### src/rtl/gmii_tx_framer_if.sv
// Bus between the frame controller / upstream byte source and the GMII framer.
//
// Handshake: the controller raises fs and holds it until it sees fd. frame_len
// is captured once, on the cycle the framer leaves IDLE. data_req is a one-cycle
// pulse per byte. The upstream source presents the requested byte on data_in
// during the cycle immediately after the pulse; there is no back-pressure.
interface gmii_tx_framer_if;
    logic        fs;
    logic        fd;
    logic [15:0] frame_len;
    logic        data_req;
    logic [7:0]  data_in;
    logic        gmii_txen;
    logic [7:0]  gmii_txd;
    logic        gmii_txer;
    logic        busy;

    // Controller and upstream source side
    modport master (
        output fs, frame_len, data_in,
        input  fd, data_req, gmii_txen, gmii_txd, gmii_txer, busy
    );

    // Framer side
    modport slave (
        input  fs, frame_len, data_in,
        output fd, data_req, gmii_txen, gmii_txd, gmii_txer, busy
    );
endinterface

### src/rtl/gmii_tx_framer.sv
// GMII transmit framer: preamble + SFD, frame bytes pulled from upstream,
// zero padding up to MIN_FRAME, CRC32 FCS (LSB first), then the inter-frame gap.
// The GMII outputs and fd are registered, so they trail the state by one cycle.
// data_req and busy are decoded directly from the state.
module gmii_tx_framer #(
    parameter int MIN_FRAME = 60,
    parameter int IFG_LEN   = 12,
    parameter int PRE_LEN   = 7
) (
    input  logic              clk,
    input  logic              rst,
    gmii_tx_framer_if.slave   bus,
    output logic [2:0]        dbg_state
);

    typedef enum logic [2:0] {
        S_IDLE, S_PRE, S_SFD, S_DATA, S_PAD, S_FCS, S_IFG, S_DONE
    } state_t;

    localparam logic [15:0] MIN_W    = 16'(MIN_FRAME);
    localparam logic [15:0] PRE_LAST = 16'(PRE_LEN - 1);
    localparam logic [15:0] IFG_LAST = 16'(IFG_LEN - 1);

    state_t      state, state_nx;
    logic [15:0] len_q, cnt, pad_len;
    logic [31:0] crc, crc_inv;
    logic [7:0]  byte_nx;
    logic        txen_nx, req, crc_en, cnt_clr, latch;

    // Reflected CRC32 (0xEDB88320), one byte per call, bit 0 first.
    function automatic logic [31:0] crc_byte(input logic [31:0] c, input logic [7:0] d);
        logic [31:0] r;
        r = c ^ {24'd0, d};
        for (int i = 0; i < 8; i++) begin
            r = r[0] ? ((r >> 1) ^ 32'hEDB8_8320) : (r >> 1);
        end
        return r;
    endfunction

    // Pad length exists only for short frames, so it never wraps.
    assign pad_len = (len_q < MIN_W) ? (MIN_W - len_q) : 16'd0;
    assign crc_inv = ~crc;

    // State register
    always_ff @(posedge clk or negedge rst) begin
        if (!rst) state <= S_IDLE;
        else      state <= state_nx;
    end

    // Next state, byte to transmit, upstream request and datapath controls
    always_comb begin
        state_nx = state;
        byte_nx  = 8'h00;
        txen_nx  = 1'b0;
        req      = 1'b0;
        crc_en   = 1'b0;
        cnt_clr  = 1'b0;
        latch    = 1'b0;
        case (state)
            S_IDLE: begin
                if (bus.fs) begin
                    latch    = 1'b1;
                    cnt_clr  = 1'b1;
                    state_nx = S_PRE;
                end
            end
            S_PRE: begin
                txen_nx = 1'b1;
                byte_nx = 8'h55;
                if (cnt == PRE_LAST) begin
                    cnt_clr  = 1'b1;
                    state_nx = S_SFD;
                end
            end
            S_SFD: begin
                txen_nx = 1'b1;
                byte_nx = 8'hD5;
                cnt_clr = 1'b1;
                if (len_q != 16'd0) begin
                    // First request goes out here so the byte lands in the first DATA cycle
                    req      = 1'b1;
                    state_nx = S_DATA;
                end else if (MIN_FRAME > 0) begin
                    state_nx = S_PAD;
                end else begin
                    state_nx = S_FCS;
                end
            end
            S_DATA: begin
                txen_nx = 1'b1;
                byte_nx = bus.data_in;
                crc_en  = 1'b1;
                if (cnt == len_q - 16'd1) begin
                    cnt_clr  = 1'b1;
                    state_nx = (len_q < MIN_W) ? S_PAD : S_FCS;
                end else begin
                    req = 1'b1;
                end
            end
            S_PAD: begin
                txen_nx = 1'b1;
                crc_en  = 1'b1;
                if (cnt == pad_len - 16'd1) begin
                    cnt_clr  = 1'b1;
                    state_nx = S_FCS;
                end
            end
            S_FCS: begin
                txen_nx = 1'b1;
                case (cnt[1:0])
                    2'd0:    byte_nx = crc_inv[7:0];
                    2'd1:    byte_nx = crc_inv[15:8];
                    2'd2:    byte_nx = crc_inv[23:16];
                    default: byte_nx = crc_inv[31:24];
                endcase
                if (cnt == 16'd3) begin
                    cnt_clr  = 1'b1;
                    state_nx = S_IFG;
                end
            end
            S_IFG: begin
                if (cnt == IFG_LAST) begin
                    cnt_clr  = 1'b1;
                    state_nx = S_DONE;
                end
            end
            S_DONE: begin
                if (!bus.fs) state_nx = S_IDLE;
            end
            default: state_nx = S_IDLE;
        endcase
    end

    // Length capture, per-state byte counter and running CRC
    always_ff @(posedge clk or negedge rst) begin
        if (!rst) begin
            len_q <= 16'd0;
            cnt   <= 16'd0;
            crc   <= 32'hFFFF_FFFF;
        end else begin
            if (latch) len_q <= bus.frame_len;
            if (cnt_clr) cnt <= 16'd0;
            else if (state != S_IDLE && state != S_DONE) cnt <= cnt + 16'd1;
            if (latch) crc <= 32'hFFFF_FFFF;
            else if (crc_en) crc <= crc_byte(crc, byte_nx);
        end
    end

    // Registered GMII outputs and frame-done flag
    always_ff @(posedge clk or negedge rst) begin
        if (!rst) begin
            bus.gmii_txen <= 1'b0;
            bus.gmii_txd  <= 8'h00;
            bus.gmii_txer <= 1'b0;
            bus.fd        <= 1'b0;
        end else begin
            bus.gmii_txen <= txen_nx;
            bus.gmii_txd  <= byte_nx;
            bus.gmii_txer <= 1'b0;
            bus.fd        <= (state == S_DONE);
        end
    end

    assign bus.data_req = req;
    assign bus.busy     = (state != S_IDLE);
    assign dbg_state    = state;

endmodule
### src/flat_wrapper.sv
// flat-port wrapper written by rule: the top's interface ports become plain ports
module gmii_tx_framer_flat 
#(
    parameter int MIN_FRAME = 60,
    parameter int IFG_LEN   = 12,
    parameter int PRE_LEN   = 7
)
  (clk, rst, dbg_state, bus_fs, bus_frame_len, bus_data_in, bus_fd, bus_data_req, bus_gmii_txen, bus_gmii_txd, bus_gmii_txer, bus_busy);
  gmii_tx_framer_if bus_i ();
  input  logic clk;
  input  logic rst;
  output logic [2:0] dbg_state;
  input wire logic [$bits(bus_i.fs)-1:0] bus_fs;
  input wire logic [$bits(bus_i.frame_len)-1:0] bus_frame_len;
  input wire logic [$bits(bus_i.data_in)-1:0] bus_data_in;
  output wire logic [$bits(bus_i.fd)-1:0] bus_fd;
  output wire logic [$bits(bus_i.data_req)-1:0] bus_data_req;
  output wire logic [$bits(bus_i.gmii_txen)-1:0] bus_gmii_txen;
  output wire logic [$bits(bus_i.gmii_txd)-1:0] bus_gmii_txd;
  output wire logic [$bits(bus_i.gmii_txer)-1:0] bus_gmii_txer;
  output wire logic [$bits(bus_i.busy)-1:0] bus_busy;
  assign bus_i.fs = bus_fs;
  assign bus_i.frame_len = bus_frame_len;
  assign bus_i.data_in = bus_data_in;
  assign bus_fd = bus_i.fd;
  assign bus_data_req = bus_i.data_req;
  assign bus_gmii_txen = bus_i.gmii_txen;
  assign bus_gmii_txd = bus_i.gmii_txd;
  assign bus_gmii_txer = bus_i.gmii_txer;
  assign bus_busy = bus_i.busy;
  gmii_tx_framer #(.MIN_FRAME(MIN_FRAME), .IFG_LEN(IFG_LEN), .PRE_LEN(PRE_LEN)) u_core (.clk(clk), .rst(rst), .bus(bus_i), .dbg_state(dbg_state));
endmodule
### config.mk
export PLATFORM = sky130hd
export DESIGN_NAME = gmii_tx_framer_flat
export DESIGN_NICKNAME = d
export VERILOG_FILES = /design/src/rtl/gmii_tx_framer_if.sv /design/src/rtl/gmii_tx_framer.sv /design/src/flat_wrapper.sv
export SDC_FILE = /design/constraint.sdc
export NUM_CORES = 1
export LEC_CHECK = 0
export ABC_AREA = 1
export CAP_MARGIN = 20
export CORE_MARGIN = 2
export CORE_UTILIZATION = 55
export CTS_CLUSTER_SIZE = 12
export DETAILED_ROUTE_END_ITERATION = 10
export PLACE_DENSITY = 0.78
export RECOVER_POWER = 50
export SYNTH_ARGS = -nofsm -noshare
export SYNTH_HDL_FRONTEND = slang
export SYNTH_SLANG_ARGS = --single-unit
### constraint.sdc
create_clock -name clk -period 2.5 [get_ports clk]
set_input_delay 0.5 -clock clk [delete_from_list [all_inputs] [get_ports clk]]
set_output_delay 0.5 -clock clk [all_outputs]
set_load 0.01 [all_outputs]
==> results.cfg, run 1 <==
[clocking]
htreeDepth = 3
numCtsBuffers = 9
clock-root-buffer = clkbuf_16
cts_sinks = 77
clk_path_buf_depth = 2
cts_tree = done
clk_latency_ns = 0.35
postCtsHoldBufs = 0
clk_pin_slew_ns = 0.06

[global_route]
grt_pass1_wl_um = 31700
grt_pass1_vias = 6580
antenna_found_initial = 0
grt_usage_pct = 31.8
grt_max_degree = 57
grt-ovfl-total = 0

[finish]
areaGrowthSynthToFinish_pct = 34.6
fill_cells = 838
fin_area_um2 = 8480
multi_input_area_um2 = 3990
n_antenna_cell = 0
drive_gt1_share_pct = 29.5
fin_util_pct = 75.2
final_cells = 1286
seq_area_um2 = 1970
fin_nets = 1171

[setup_path]
required_ns = 2.00
path_cells = inv_2 -> ha_4 -> inv_2 -> nor2_4 -> nand3_4 -> nor2_4 -> nand2_1 -> xor2_1 -> nand3_1 -> nor2_2 -> nand3_2 -> nand2_2 -> nand2_2 -> buf_6
critical_path.startpoint = u_core.len_q[0]
r2r_slack_ns = -0.27
critical_path_arrival_ns = 2.33
max_stage_delay_ns = 0.38
slowest_stage = dfrtp_1
endpoint = bus_data_req
r2r_start = u_core.len_q[0]
crit_path_start_kind = flop
worstSetupPathType = flop to output pin
r2r-end = u_core.cnt[3]
crit_fanout = 6
cp-end-kind = output pin
worstRegToRegCells = 22

[yosys]
synthTopCellsByArea = nand2_1 (20%), dfrtp_1 (18%), dfstp_2 (13%), xor2_1 (6.8%), inv_1 (6.7%)
syn_area_per_cell_um2 = 6.53
syn-cell-area_um2 = 6300
synth.most_common_cell = nand2_1
yosys_warnings = 0
synth_edf_count = 0
synthFlopType = dfrtp_1
yosysTopAreaCell = nand2_1
synthCells = 965
synthTopCellsByCount = nand2_1 (337), inv_1 (113), nand3_1 (80)
synth.top_cell.area_share_pct = 20.1
ys_ff_latch = 77
synth_fp_nets = 998
synth_cell_types = 44
synthArstFlopShare_pct = 100
ys_seq_area_share_pct = 31.2

[routing]
vias_per_cell = 5.45
antenna_left = 0
post_drt_wl_per_cell_um = 15.4
vias = 7003
totalWireLength_um = 19800
route.detailed.drc = 0
dr.pass1.iters = 6
drtIter0Drc = 721

[place]
hpwlAfterDp_um = 14100
preCtsSetupSlack_ns = -0.467
postPlaceCellArea_um2 = 7760
gp_congestion = 0.955
place_inst = 1254
portBuffers = 41

[power_and_ir_drop]
total_power_mw = 14.0
power_density_nw_per_um2 = 1650
power_leakage_nw = 4.27
ir_drop_mv = 1.27

[sta]
setup_violations = 20
tightest_slew_ns = 1.26
rsz0062_at_grt = yes
whs_ns = 0.399
timing.final.crit_share_pct = 113
fin_worst_skew_ns = 0.00474
fmax_mhz = 354
hold_viol_final = 0
setup-tns-final_ns = -4.42
finalWorstSetupSlack_ns = -0.327
slew_headroom_pct = 16.2
drv_slew = 0
layout_min_cycle_time_ns = 2.83

[floorplanning]
start_util_pct = 55.9
rows = 39
die_y_um = 111
ioPinCount = 43
core_um2 = 11300
dieArea_um2 = 12300
die_w_um = 111

[job]
cap_violations = 0

[worst_hold_path]
min_path_type = primary input to asynchronous set/reset pin

[run_status]
failed_checks = negative setup slack
status = finished with violations
-- area by class of cell --
| cell class | instances | area share [%] |
|---|---|---|
| Timing Repair Buffer | 187 | 18.5 |
| Clock buffer | 10 | 2.70 |
| Inverter | 127 | 5.71 |
| Tap cell | 143 | 2.11 |
| Clock inverter | 6 | 0.738 |
| Sequential cell | 77 | 23.3 |
| Multi-Input combinational cell | 736 | 47.0 |
-- critical path, delay by kind of cell, from the launching register on --
kind                       cells  cell delay (ns)
xor gates and xnor gates       1             0.19
DFF                            1             0.38
adders and majority gates      1             0.14
buffers and inverters          3             0.23
and+or+nand+nor                9             1.03
-- flip-flops by register name, indices dropped and copies added (netlist names) --
name                  flops
u_core.bus.fd             1
u_core.len_q             16
u_core.bus.gmii_txen      1
u_core.dbg_state          3
u_core.bus.gmii_txd       8
u_core.crc               32
u_core.cnt               16
-- routing by layer --
metal | wire (um) | vias to the layer above | global-route usage (%) | share of wire, %
li1 | - | 3380 | - | -
met4 | 559 | 0 | 12.8 | 2.8
met3 | 1730 | 53 | 7.05 | 8.8
met5 | 0 | - | 0 | 0
met1 | 8640 | 3225 | 43.9 | 44
met2 | 8830 | 345 | 48.8 | 45
-- logic make-up after synthesis --
group | count (synthesis) | share of synthesized area [%]
compound gates | 86 | 7.87
xor+xnor | 62 | 8.74
fa+ha+maj | 6 | 1.19
buf+inv | 152 | 9.93
flops | 77 | 31.2
other cells | 1 | 0.0595
simple gates | 581 | 41.0
-- placed cells by master, fill, tap and decap left out, types with 3 or more instances in the layout --
cell | synthesis | layout
a21oi_1 | 22 | 19
a21oi_2 | 3 | 5
buf_12 | 0 | 4
buf_4 | 11 | 137
buf_6 | 0 | 5
clkbuf_16 | 0 | 9
clkdlybuf4s50_1 | 0 | 39
clkinv_2 | 0 | 3
dfrtp_1 | 45 | 41
dfrtp_2 | 0 | 4
dfstp_2 | 32 | 32
ha_4 | 0 | 4
inv_1 | 113 | 103
inv_2 | 13 | 20
inv_4 | 0 | 3
nand2_1 | 337 | 309
nand2_2 | 16 | 39
nand2_4 | 3 | 8
nand3_1 | 80 | 74
nand3_2 | 3 | 7
nand4_1 | 22 | 22
nor2_1 | 74 | 65
nor2_2 | 17 | 22
nor2_4 | 9 | 13
nor3_1 | 6 | 6
o21ai_0 | 34 | 29
o21ai_1 | 3 | 5
o21ai_2 | 0 | 3
o221ai_1 | 5 | 4
o22ai_1 | 11 | 11
or2_1 | 3 | 3
or2_2 | 5 | 5
xnor2_1 | 12 | 12
xor2_1 | 49 | 49
-- power breakdown --
part	switching (mW)	leakage, nW	internal [mW]
logic	5.89	3.21	4.42
registers	0.451	0.914	1.92
clock network	0.559	0.147	0.774
total	6.90	4.27	7.11
-- repair_timing --
item | in CTS | in global routing
endpoints found under the setup margin | 35 | 46
setup buffers | 6 | 10
resized for setup | 42 | 62
pin swaps | 24 | 29
gates cloned | 1 | 0
-- worst min-delay path by stage --
stage	slack (ns)	endpoint	start	cells past startpoint
after floorplan	0.20	u_core.bus.fd	rst	0
after global placement	0.42	u_core.bus.gmii_txd[1]	rst	1
after detailed placement	0.42	u_core.bus.gmii_txd[1]	rst	1
after CTS	0.05	u_core.bus.gmii_txd[1]	rst	1
after global routing	0.51	u_core.bus.gmii_txd[1]	rst	1
final	0.40	u_core.bus.gmii_txd[1]	rst	1
(Power assumes the default switching activity.)
==> run 2, diff against run 1 <==
--- a/config.mk
+++ b/config.mk
@@ -8,9 +8,10 @@
 export ABC_AREA = 1
 export CAP_MARGIN = 20
 export CORE_MARGIN = 2
-export CORE_UTILIZATION = 55
-export CTS_CLUSTER_SIZE = 12
+export CORE_UTILIZATION = 59
+export CTS_CLUSTER_SIZE = 8
 export DETAILED_ROUTE_END_ITERATION = 10
+export DONT_BUFFER_PORTS = 1
 export PLACE_DENSITY = 0.78
 export RECOVER_POWER = 50
 export SYNTH_ARGS = -nofsm -noshare
==> run 2 against run 1 <==
  * The run ends with max-capacitance violations, max-slew violations, negative setup slack left
  * Critical path type unchanged
  * Clock power down 13%
  * Clock skew up 0.0072 ns
  * Critical path depth down 2
  * Sequential power up 3%
  * Non-clock buffer count down 76
==> results.cfg, run 2 (synthesis results as in run 1) <==
[setup_path]
worstRegToRegCells = 19
worstSetupPathType = flop to output pin
r2r-end = u_core.cnt[2]
critical_path.startpoint = u_core.len_q[1]
endpoint = bus_data_req
r2r_start = u_core.len_q[0]
crit_path_start_kind = flop
crit_fanout = 3
critical_path_arrival_ns = 2.28
r2r_slack_ns = -0.15
cp-end-kind = output pin
required_ns = 2.00

[routing]
route.detailed.drc = 0
drtIter0Drc = 720
dr.pass1.iters = 5
vias_per_cell = 5.74
vias = 6904
post_drt_wl_per_cell_um = 16.5
totalWireLength_um = 19900
antenna_left = 0

[clocking]
clk_pin_slew_ns = 0.08
clk_path_buf_depth = 2
numCtsBuffers = 9
cts_tree = done
clk_latency_ns = 0.36
cts_sinks = 77
htreeDepth = 3
clock-root-buffer = clkbuf_8

[finish]
final_cells = 1203
regMostFlops = u_core.crc
n_antenna_cell = 0
final_common_cell = nand2_1
largest_reg_flops = 32
reg.largest.list = u_core.crc x32, u_core.cnt x16, u_core.len_q x16
fin_nets = 1095
drive_gt1_share_pct = 33.0
layout_common_cells = nand2_1 (279), inv_1 (101), buf_4 (98)
areaGrowthSynthToFinish_pct = 25.8

[global_route]
grt_pass1_vias = 6090
grt_pass1_wl_um = 29600
grt_usage_pct = 33.0
antenna_found_initial = 0
grt-ovfl-total = 0
grt_max_degree = 78

[floorplanning]
die_w_um = 107
rows = 37
core_um2 = 10300
ioPinCount = 43
die_y_um = 107
start_util_pct = 61.0
dieArea_um2 = 11500

[sta]
hold_viol_final = 0
fin_worst_skew_ns = 0.0119
rsz0062_at_grt = yes
setup_violations = 20
fmax_mhz = 360
finalWorstSetupSlack_ns = -0.276
drv_slew = 78
whs_ns = 0.252
tightest_slew_ns = 1.91
layout_min_cycle_time_ns = 2.78
setup-tns-final_ns = -2.60
timing.final.crit_share_pct = 111
slew_headroom_pct = -27.4

[job]
cap_violations = 1

[worst_hold_path]
min_path_type = primary input to flop

[power_and_ir_drop]
power_leakage_nw = 3.96
power_density_nw_per_um2 = 1720
ir_drop_mv = 0.927

[run_status]
status = finished with violations
failed_checks = max-capacitance violations, max-slew violations, negative setup slack

[place]
place_inst = 1151
gp_congestion = 0.974
portBuffers = 0
hpwlAfterDp_um = 13200
-- run 2: cell count changes in the layout (fill, tap and decap cells not counted), moves of 11 or more --
cell | before | now
buf_4 | 137 | 98
clkdlybuf4s50_1 | 39 | 0
nand2_1 | 309 | 279
nand2_2 | 39 | 68
nand3_1 | 74 | 62
nand3_2 | 7 | 18
-- run 2: per-layer routing --
| layer | wire length (um) | vias to the layer above | share of wire (%) | global-route usage [%] |
|---|---|---|---|---|
| met4 | 630 | 0 | 3.2 | 11.5 |
| met1 | 8330 | 3195 | 42 | 46.0 |
| met5 | 0 | - | 0 | 0 |
| li1 | - | 3224 | - | - |
| met2 | 8700 | 412 | 44 | 49.3 |
| met3 | 2240 | 73 | 11 | 8.78 |
-- run 2: layout make-up --
cell class                      count  area, um^2
Clock buffer                       11         131
Fill cell                         753        2400
Clock inverter                      5         100
Sequential cell                    77        1970
Tap cell                          136         170
Multi-Input combinational cell    736        4160
Timing Repair Buffer              111         888
Inverter                          127         494
-- run 2: how the worst min path moves through the flow --
stage	startpoint	endpoint	slack (ns)	cells after the start
2_1_floorplan	rst	u_core.bus.fd	0.20	0
3_3_place_gp	rst	u_core.len_q[8]	0.21	0
3_5_place_dp	rst	u_core.len_q[8]	0.21	0
4_1_cts	rst	u_core.bus.gmii_txd[5]	0.05	1
5_1_grt	bus_frame_len[7]	u_core.len_q[7]	0.26	2
6_report	bus_frame_len[9]	u_core.len_q[9]	0.25	2
-- run 2: repair_timing --
action                                  in CTS  in global routing
resized for setup                           25                144
pin swaps                                   11                 73
endpoints found under the setup margin       3                 45
hold buffers                                 1                  0
setup buffers                                6                 31
endpoints found under the hold margin       77                  0
-- run 2: critical path, stage by stage (launching register included) --
cell	delay [ns]
dfrtp_1	0.39
buf_4	0.14
nor2_1	0.16
nand2_2	0.10
inv_2	0.11
nand2_1	0.07
nand3_1	0.09
nand2_1	0.08
nor3_2	0.21
nor3b_2	0.23
nand3_2	0.15
nand2_2	0.10
nand2_2	0.07
-- run 2: power by group --
part	switching (mW)	total, mW	internal (mW)	leakage (nW)
sequential	0.532	2.45	1.92	0.911
clock	0.502	1.16	0.662	0.117
combinational	6.02	10.0	3.99	2.93
-- run 2: per-stage QoR --
step	util, %	power (mW)	setup slack [ns]	area, um^2
6_report	76.7	13.6	-0.276	7920
5_1_grt	76.7	14.6	-0.388	7920
4_1_cts	70.6	11.9	-0.252	7290
3_5_place_dp	66.8	10.5	-0.0263	6900
3_3_place_gp	66.8	10.4	0.0266	6900
2_1_floorplan	-	7.91	0.120	6300
==> run 3, diff against run 2 <==
--- a/config.mk
+++ b/config.mk
@@ -12,7 +12,7 @@
 export CTS_CLUSTER_SIZE = 8
 export DETAILED_ROUTE_END_ITERATION = 10
 export DONT_BUFFER_PORTS = 1
-export PLACE_DENSITY = 0.78
+export PLACE_DENSITY_LB_ADDON = 0.3
 export RECOVER_POWER = 50
 export SYNTH_ARGS = -nofsm -noshare
 export SYNTH_HDL_FRONTEND = slang
==> run 3 against run 2 <==
  * The run still ends with max-capacitance violations, max-slew violations, negative setup slack left
  * Power fell by 4.2%
  * First-iteration DRC count fell by 20%
  * Final cell count up 0.25%
  * Wire length shrank 3.7%
  * Die area unchanged
  * Design area down 1.4%
  * Combinational power is essentially flat
  * Non-clock buffer count increased by 3
  * Largest cell class unchanged
  * Highest routed layer unchanged
==> results.cfg, run 3 (synthesis results as in run 1) <==
[run_status]
status = finished with violations
failed_checks = max-capacitance violations, max-slew violations, negative setup slack

[sta]
fin_worst_skew_ns = 0.0114
drv_slew = 78
timing.final.crit_share_pct = 112
fmax_mhz = 356
setup_violations = 20
hold_viol_final = 0
slew_headroom_pct = -30.5
finalWorstSetupSlack_ns = -0.308
tightest_slew_ns = 1.96
rsz0062_at_grt = yes
setup-tns-final_ns = -1.97
layout_min_cycle_time_ns = 2.81

[setup_path]
max_stage_delay_ns = 0.46
cp-end-kind = output pin
r2r_slack_ns = -0.12
worst_path_most_repeated_cell = nand2_2
worstRegToRegCells = 16
path_cells = buf_4 -> nor2_4 -> nand3_4 -> inv_4 -> nand2_2 -> xor2_1 -> nand2_1 -> nand3_2 -> nor2_4 -> nand3_4 -> nand2_2 -> nand2_2
r2r_start = u_core.len_q[2]
r2r-end = u_core.cnt[10]
critical_path.startpoint = u_core.len_q[2]
crit_path_start_kind = flop
crit_family = simple AND/OR/NAND/NOR gates
required_ns = 2.00
cp.depth = 12
critical_path_arrival_ns = 2.31
crit_fanout = 7
worstSetupPathType = flop to output pin
timing.critical_path.buf_inv = 2
slowest_stage = dfrtp_2

[routing]
route.detailed.drc = 0
vias = 6762
antenna_left = 0
totalWireLength_um = 19200
drtIter0Drc = 575
post_drt_wl_per_cell_um = 15.9
vias_per_cell = 5.61
dr.pass1.iters = 6

[floorplanning]
die_y_um = 107
rows = 37
dieArea_um2 = 11500
core_um2 = 10300
die_w_um = 107
ioPinCount = 43
start_util_pct = 61.0

[place]
hpwlAfterDp_um = 13600
portBuffers = 0
preCtsSetupSlack_ns = -0.113
gp_congestion = 0.935
place_inst = 1168

[power_and_ir_drop]
power_leakage_nw = 3.92
power_density_nw_per_um2 = 1670
ir_drop_mv = 1.03
total_power_mw = 13.0

[finish]
fin_nets = 1098
regMostFlops = u_core.crc
n_antenna_cell = 0
largest_reg_flops = 32
final_cells = 1206
layout_common_cells = nand2_1 (314), buf_4 (105), inv_1 (103)
final_common_cell = nand2_1
reg.largest.list = u_core.crc x32, u_core.cnt x16, u_core.len_q x16
fin_util_pct = 75.7
areaGrowthSynthToFinish_pct = 24.0
drive_gt1_share_pct = 29.8
fill_cells = 785

[clocking]
clk_pin_slew_ns = 0.08
clk_latency_ns = 0.37
cts_sinks = 77
clk_path_buf_depth = 2
cts_tree = done
numCtsBuffers = 9
htreeDepth = 3
clock-root-buffer = clkbuf_8

[global_route]
grt-ovfl-total = 0
antenna_found_initial = 0
grt_pass1_vias = 5977
grt_max_degree = 78
grt_pass1_wl_um = 29400
grt_usage_pct = 32.6

[worst_hold_path]
min_path_type = primary input to flop
hold_depth = 2
holdCritStartpoint = bus_frame_len[7]
worstHoldEndpoint = u_core.len_q[7]

[job]
cap_violations = 1
==> run 3: how the worst max path moves through the flow <==
| stage | end | slack, ns |
|---|---|---|
| after global routing | bus_data_req | -0.42 |
| after CTS | bus_data_req | -0.29 |
| after floorplan | bus_data_req | 0.12 |
| final | bus_data_req | -0.31 |
| after global placement | u_core.crc[20] | -0.11 |
| after detailed placement | u_core.crc[20] | -0.11 |
==> run 3: power by group <==
part           internal (mW)  total, mW  switching, mW
Combinational           3.90       9.67           5.76
Sequential              1.92       2.43          0.509
Clock                  0.457      0.946          0.489
==> run 3: cell type report <==
type	count	area (um^2)	share of cell area [%]
clock buffers	11	131	1.68
clock inverters	5	52.6	0.673
inverters	127	492	6.29
multi-input cells	736	4090	52.3
flip-flops and latches	77	1970	25.3
well taps	136	170	2.18
repair buffers	114	906	11.6
==> run 3: per-layer routing <==
metal	GRT usage, %	wire [um]
met2	47.9	8330
met5	0	0
met4	8.35	303
met1	47.9	8370
met3	8.29	2150
==> run 3: through the flow <==
step                      hold slack [ns]  cell area, um^2
after detailed placement            0.206             7030
after CTS                          0.0372             7350
after global placement              0.207             7030
final                               0.242             7810
after floorplan                     0.204             6300
after global routing                0.244             7810
==> run 3: repair_timing <==
item,in CTS,in global routing
endpoints found under the hold margin,77,0
setup buffers,3,17
gates resized for setup,30,94
pin swaps,11,29
setup endpoints to repair,23,44
gates cloned,0,1
hold buffers,1,0
==> run 3: worst register-to-register path, cell delays in order, from the launching register on <==
cell       delay, ns
dfrtp_2         0.46
buf_4           0.18
nor2_4          0.15
nand3_4         0.17
buf_4           0.19
buf_6           0.10
nand2_1         0.05
nand4_1         0.10
nor2_2          0.13
nand3_1         0.08
nor2_1          0.10
nand4_1         0.22
nor2_2          0.19
nor2_2          0.06
nand2_4         0.12
clkbuf_16       0.17
nor2_2          0.03
